==> config.mk <==
export PLATFORM = sky130hd
export DESIGN_NAME = fx68k_useq
export DESIGN_NICKNAME = d
export VERILOG_FILES = /design/src/rtl/fx68k_useq_pkg.sv /design/src/rtl/fx68k_useq_next.sv /design/src/rtl/fx68k_useq.sv
export SDC_FILE = /design/constraint.sdc
export NUM_CORES = 1
export LEC_CHECK = 0
export ABC_AREA = 1
export BUFFER_PORTS_ARGS = -buffer_cell sky130_fd_sc_hd__buf_2
export CORE_UTILIZATION = 46
export CTS_CLUSTER_SIZE = 24
export DETAILED_ROUTE_END_ITERATION = 7
export PLACE_DENSITY = 0.85
export SYNTH_ARGS = -nofsm -noshare
export SYNTH_HDL_FRONTEND = slang
export SYNTH_HIERARCHICAL = 1
export SYNTH_SLANG_ARGS = --single-unit
==> constraint.sdc <==
create_clock -name clk -period 2.4 [get_ports clk]
set_input_delay 0.24 -clock clk [delete_from_list [all_inputs] [get_ports clk]]
set_output_delay 0.24 -clock clk [all_outputs]
set_load 0.05 [all_outputs]
==> src/rtl/fx68k_useq_pkg.sv <==
// ============================================================================
// Module : fx68k_useq_pkg
// Brief  : Shared types and microword field positions for the fx68k sequencer
// Rev    : 1.0
// ============================================================================
`default_nettype none

package fx68k_useq_pkg;

    typedef enum logic [2:0] {
        BT_DIRECT  = 3'd0,
        BT_COND    = 3'd1,
        BT_DISP_A1 = 3'd2,
        BT_DISP_A2 = 3'd3,
        BT_DISP_A3 = 3'd4,
        BT_IRQCHK  = 3'd5,
        BT_HALT    = 3'd6,
        BT_RSVD    = 3'd7
    } btype_e;

    typedef enum logic [1:0] {
        ST_WAIT = 2'd0,
        ST_EXEC = 2'd1,
        ST_HALT = 2'd2
    } state_e;

    localparam int NMA_LSB   = 0;
    localparam int BTYPE_LSB = 10;
    localparam int CSEL_LSB  = 13;

endpackage

`default_nettype wire

==> src/rtl/fx68k_useq_next.sv <==
// ============================================================================
// Module : fx68k_useq_next
// Brief  : Combinational next micro-address select from the microword branch
//          fields
// Rev    : 1.0
// ============================================================================
`default_nettype none

module fx68k_useq_next
    import fx68k_useq_pkg::*;
#(
    parameter int                    ADDR_WIDTH = 10,
    parameter logic [ADDR_WIDTH-1:0] IRQ_VEC    = 10'h001
) (
    input  logic [ADDR_WIDTH-1:0] i_nma,
    input  logic [2:0]            i_btype,
    input  logic [3:0]            i_csel,
    input  logic [ADDR_WIDTH-1:0] i_upc,
    input  logic [15:0]           i_cond,
    input  logic [ADDR_WIDTH-1:0] i_a1,
    input  logic [ADDR_WIDTH-1:0] i_a2,
    input  logic [ADDR_WIDTH-1:0] i_a3,
    input  logic                  i_irq_pend,
    output logic [ADDR_WIDTH-1:0] o_next_addr,
    output logic                  o_halt_req
);

    btype_e w_btype;

    assign w_btype = btype_e'(i_btype);

    always_comb begin
        o_next_addr = i_nma;
        o_halt_req  = 1'b0;
        case (w_btype)
            BT_DIRECT:  o_next_addr = i_nma;
            // Fall-through address wraps naturally at the address width.
            BT_COND:    o_next_addr = i_cond[i_csel] ? i_nma
                                                     : i_upc + ADDR_WIDTH'(1);
            BT_DISP_A1: o_next_addr = i_a1;
            BT_DISP_A2: o_next_addr = i_a2;
            BT_DISP_A3: o_next_addr = i_a3;
            BT_IRQCHK:  o_next_addr = i_irq_pend ? IRQ_VEC : i_nma;
            BT_HALT:    o_halt_req  = 1'b1;
            default:    o_next_addr = i_nma;
        endcase
    end

endmodule

`default_nettype wire

==> src/rtl/fx68k_useq.sv <==
// ============================================================================
// Module : fx68k_useq
// Brief  : Microcode sequencer feeding fx68kRom; waits out ROM latency and
//          branches on the returned microword
// Rev    : 1.0
// ============================================================================
`default_nettype none

module fx68k_useq
    import fx68k_useq_pkg::*;
#(
    parameter int                    ADDR_WIDTH = 10,
    parameter int                    DATA_WIDTH = 32,
    parameter int                    ROM_LAT    = 2,
    parameter logic [ADDR_WIDTH-1:0] RESET_VEC  = 10'h000,
    parameter logic [ADDR_WIDTH-1:0] IRQ_VEC    = 10'h001
) (
    input  logic                  clk,
    input  logic                  rst_n,
    input  logic                  clk_ena,
    output logic [ADDR_WIDTH-1:0] rom_addr,
    input  logic [DATA_WIDTH-1:0] rom_q,
    input  logic [15:0]           cond,
    input  logic [ADDR_WIDTH-1:0] a1,
    input  logic [ADDR_WIDTH-1:0] a2,
    input  logic [ADDR_WIDTH-1:0] a3,
    input  logic                  irq_pend,
    input  logic                  stall,
    input  logic                  resume,
    output logic [DATA_WIDTH-1:0] uword,
    output logic                  uword_valid,
    output logic [ADDR_WIDTH-1:0] upc,
    output logic                  halted
);

    localparam logic [1:0] c_rom_lat = 2'(ROM_LAT);

    state_e                r_state;
    state_e                w_state_nxt;
    logic [1:0]            r_cnt;
    logic [1:0]            w_cnt_nxt;
    logic [ADDR_WIDTH-1:0] r_upc;
    logic [ADDR_WIDTH-1:0] w_upc_nxt;
    logic [ADDR_WIDTH-1:0] w_next_addr;
    logic                  w_halt_req;

    fx68k_useq_next #(
        .ADDR_WIDTH (ADDR_WIDTH),
        .IRQ_VEC    (IRQ_VEC)
    ) u_next (
        .i_nma       (rom_q[NMA_LSB +: ADDR_WIDTH]),
        .i_btype     (rom_q[BTYPE_LSB +: 3]),
        .i_csel      (rom_q[CSEL_LSB +: 4]),
        .i_upc       (r_upc),
        .i_cond      (cond),
        .i_a1        (a1),
        .i_a2        (a2),
        .i_a3        (a3),
        .i_irq_pend  (irq_pend),
        .o_next_addr (w_next_addr),
        .o_halt_req  (w_halt_req)
    );

    // The ROM address and upc always move together, so one register serves both.
    always_ff @(posedge clk or negedge rst_n) begin
        if (!rst_n) begin
            r_state <= ST_WAIT;
            r_cnt   <= c_rom_lat;
            r_upc   <= RESET_VEC;
        end else if (clk_ena) begin
            r_state <= w_state_nxt;
            r_cnt   <= w_cnt_nxt;
            r_upc   <= w_upc_nxt;
        end
    end

    always_comb begin
        w_state_nxt = r_state;
        w_cnt_nxt   = r_cnt;
        w_upc_nxt   = r_upc;
        case (r_state)
            ST_WAIT: begin
                w_cnt_nxt = r_cnt - 2'd1;
                if (r_cnt == 2'd1) begin
                    w_state_nxt = ST_EXEC;
                end
            end
            ST_EXEC: begin
                // Stall freezes the branch decision; inputs are only sampled on exit.
                if (!stall) begin
                    if (w_halt_req) begin
                        w_state_nxt = ST_HALT;
                    end else begin
                        w_upc_nxt   = w_next_addr;
                        w_cnt_nxt   = c_rom_lat;
                        w_state_nxt = ST_WAIT;
                    end
                end
            end
            ST_HALT: begin
                if (resume) begin
                    w_upc_nxt   = RESET_VEC;
                    w_cnt_nxt   = c_rom_lat;
                    w_state_nxt = ST_WAIT;
                end
            end
            default: begin
                w_upc_nxt   = RESET_VEC;
                w_cnt_nxt   = c_rom_lat;
                w_state_nxt = ST_WAIT;
            end
        endcase
    end

    assign rom_addr    = r_upc;
    assign upc         = r_upc;
    assign uword       = rom_q;
    assign uword_valid = (r_state == ST_EXEC);
    assign halted      = (r_state == ST_HALT);

endmodule

`default_nettype wire

==> run metrics <==
Iter 0 DRT Violations=84; Post-CTS Setup Repair Bufs=0; Worst-Skew Late Latency=about 0.24 ns; M3 GR Usage=3.343%; H-tree depth=1; Port Buf Inserts=107; final instance area=between 2000 and 2500 µm²; core area=4354 µm²; ys async rst share=100.0%; Post-Syn Instances=between 300 and 400; Synth top area share=18.73%; GP Congestion=between 0.8 and 0.9; gr ovfl total=0; GR peak layer=met2; status=finished, final reports clean; Die W=69.32 µm; vias in the first global route=about 2000; WL/cell=approximately 11 µm; Avg Inst Size Synth=roughly 6.0 µm²; VDD IR max=~550 µV; number of max-cap violations=0; GR Layer Usage met1=about a quarter; antenna violations before repair=0; clock transition at the registers of the reported paths=around 0.06 ns; Tcrit/Tclk final=around 73%; Synth Net Count=between 400 and 500; PD cells=816.2 nW/µm²; Slew Limit Fails=0; slew margin rel.=a little under three quarters; largest net degree at the start of global routing=15; final setup violation count=0; post-synth cell types=31; RSZ-0062 raised after global routing=no; most frequent cells in the layout=buf_2 (107), nand2_1 (104), inv_1 (47); DP Wirelength=4.163 mm; vias=2252; DR DRC count=0; area grow syn2layout=14.77%; prevailing post-synth register cell=dfrtp_1; count of final hold-check violations=0; Post-Syn Area=~2100 µm²; layout cells sized above 1=a little under two fifths; sequential area share after synthesis=between 15 and 20%; CTS Buffer Depth=2; signal arrival time at the worst endpoint=about 1.9 ns; Slew @ Worst Pin=around 0.43 ns; worst hold path class=input port to flip-flop; critical path startpoint=rom_addr[0]; CTS tree=yes; first-pass iteration count of the detailed router=5; Setup WS pre-CTS=about 0.66 ns; initial core utilization=~48%; die height=between 60 and 70 µm; Final Critical Period=~1.7 ns; number of flops mapped to enable cells by yosys=0; Worst Setup End Kind=flip-flop; Inserted Diodes=0; FF-to-FF Start=rom_addr[0]; Root Buffer=clkbuf_8; FF-to-FF path depth=15; setup TNS=0 ns; Worst EP required=2.59 ns; warnings from Yosys=6; Synth area leader=nand2_1; final worst-path setup slack=0.6566 ns; NumNets Final=497; reg2reg setup slack=0.66 ns; count of clock tree sinks=14; skew final=roughly 0.0028 ns; WS Path Type=flip-flop to flip-flop; # IOs=approximately 140; commonest non-fill, non-tap cell in the layout=buf_2; Critical Path Fanout Max=6; Vias/cell=between 4 and 5; f_max=573.6 MHz; post-route ant nets=0; Critical R2R Capture=rom_addr[8]; Die Footprint=~4800 µm²; Setup crit end=rom_addr[8]; GRT met2 Usage=37.43%; WL final=~5.0 mm; row cnt=24; post_cts resized=0; Placed Area=approximately 2300 µm²; startpoint types=flip-flop; LEAKAGE=approximately 1.5 nW; Tot GR Track Use=~21%; CTS Buf Count=3; synth top area cells=nand2_1 (19%), buf_4 (16%), dfrtp_1 (16%), inv_1 (8.5%), nand3_1 (6.2%); first-pass GRT wire length=roughly 8.3 mm; synthesized flop and latch total=14
==> per-stage QoR <==
stage	instances	util [%]	hold slack (ns)	total power [mW]
after global placement	457	53.45	0.1461	1.707
after detailed placement	457	53.45	0.1533	1.725
after CTS	462	54.94	0.3610	1.961
after floorplan	345	-	-0.05559	1.604
final	462	54.94	0.3662	1.953
after global routing	462	54.94	0.4247	2.099
==> critical path: stages, from the launching register on <==
cell and delay [ns]:
dfrtp_1 0.45, ha_1 0.20, nand2_1 0.10, nor2_1 0.16, nand3_1 0.11, nand2_1 0.08, nand2_1 0.04, nor2_1 0.08
nand2_1 0.06, nand2_1 0.05, inv_1 0.04, nand2_1 0.05, inv_1 0.04, nor2_1 0.09, nand2_1 0.06, nand2_1 0.07
==> cells by family (layout without fill, tap and decap cells) <==
kind of cell	count (synthesis)	in the layout	share of synthesized area (%)
DFF	14	14	16.87
and+or+nand+nor	187	187	41.60
adders and majority gates	2	2	1.200
xor gates and xnor gates	1	1	0.4202
AOI/OAI and AO/OA	36	36	12.07
buffers and inverters	105	170	27.85
==> synthesized netlist by cell type, types with 3 or more instances <==
library cell / n
nand2_2: 4
buf_4: 44
inv_2: 9
a22oi_1: 5
nor2_1: 33
nand3_2: 7
nor2_2: 4
a221oi_1: 3
o21ai_2: 11
nand2_1: 104
inv_1: 47
a21oi_1: 12
dfrtp_1: 13
nand3_1: 26
==> how the worst min path moves through the flow <==
stage / cells after the start / to / startpoint
4_1_cts: 5 / r_cnt[1] / clk_ena
2_1_floorplan: 0 / r_cnt[0] / rst_n
5_1_grt: 5 / r_cnt[1] / clk_ena
3_5_place_dp: 1 / rom_addr[5] / rst_n
3_3_place_gp: 1 / rom_addr[4] / rst_n
6_report: 5 / r_cnt[1] / clk_ena
==> registers in the layout (all words and copies together), names as in the netlist <==
register / count
rom_addr: 10
r_cnt: 2
r_state: 2
==> layer usage <==
metal	vias up	part of all wire, %
met4	0	0.36
met3	2	6.0
met5	-	0
met1	1000	44
li1	1161	-
met2	89	49
==> what timing repair did <==
| action | in CTS | in global routing |
|---|---|---|
| endpoints found under the hold margin | 13 | 0 |
| hold buffers | 1 | 0 |
| setup endpoints to repair | 0 | 0 |
==> where the power goes <==
group | total, mW | internal [mW] | switching (mW)
registers | 0.466 | 0.329 | 0.137
clock network | 0.232 | 0.145 | 0.0867
logic | 1.25 | 0.325 | 0.930
total | 1.95 | 0.799 | 1.15
==> layout make-up <==
type | instances | area (µm²)
fill | 469 | 1962
multi-input combinational | 226 | 1152
timing repair buffer | 108 | 545.5
sequential | 14 | 351.6
inverter | 58 | 222.7
tap | 52 | 65.06
clock buffer | 4 | 55.05
No activity file was read; power rests on OpenSTA's default activity.
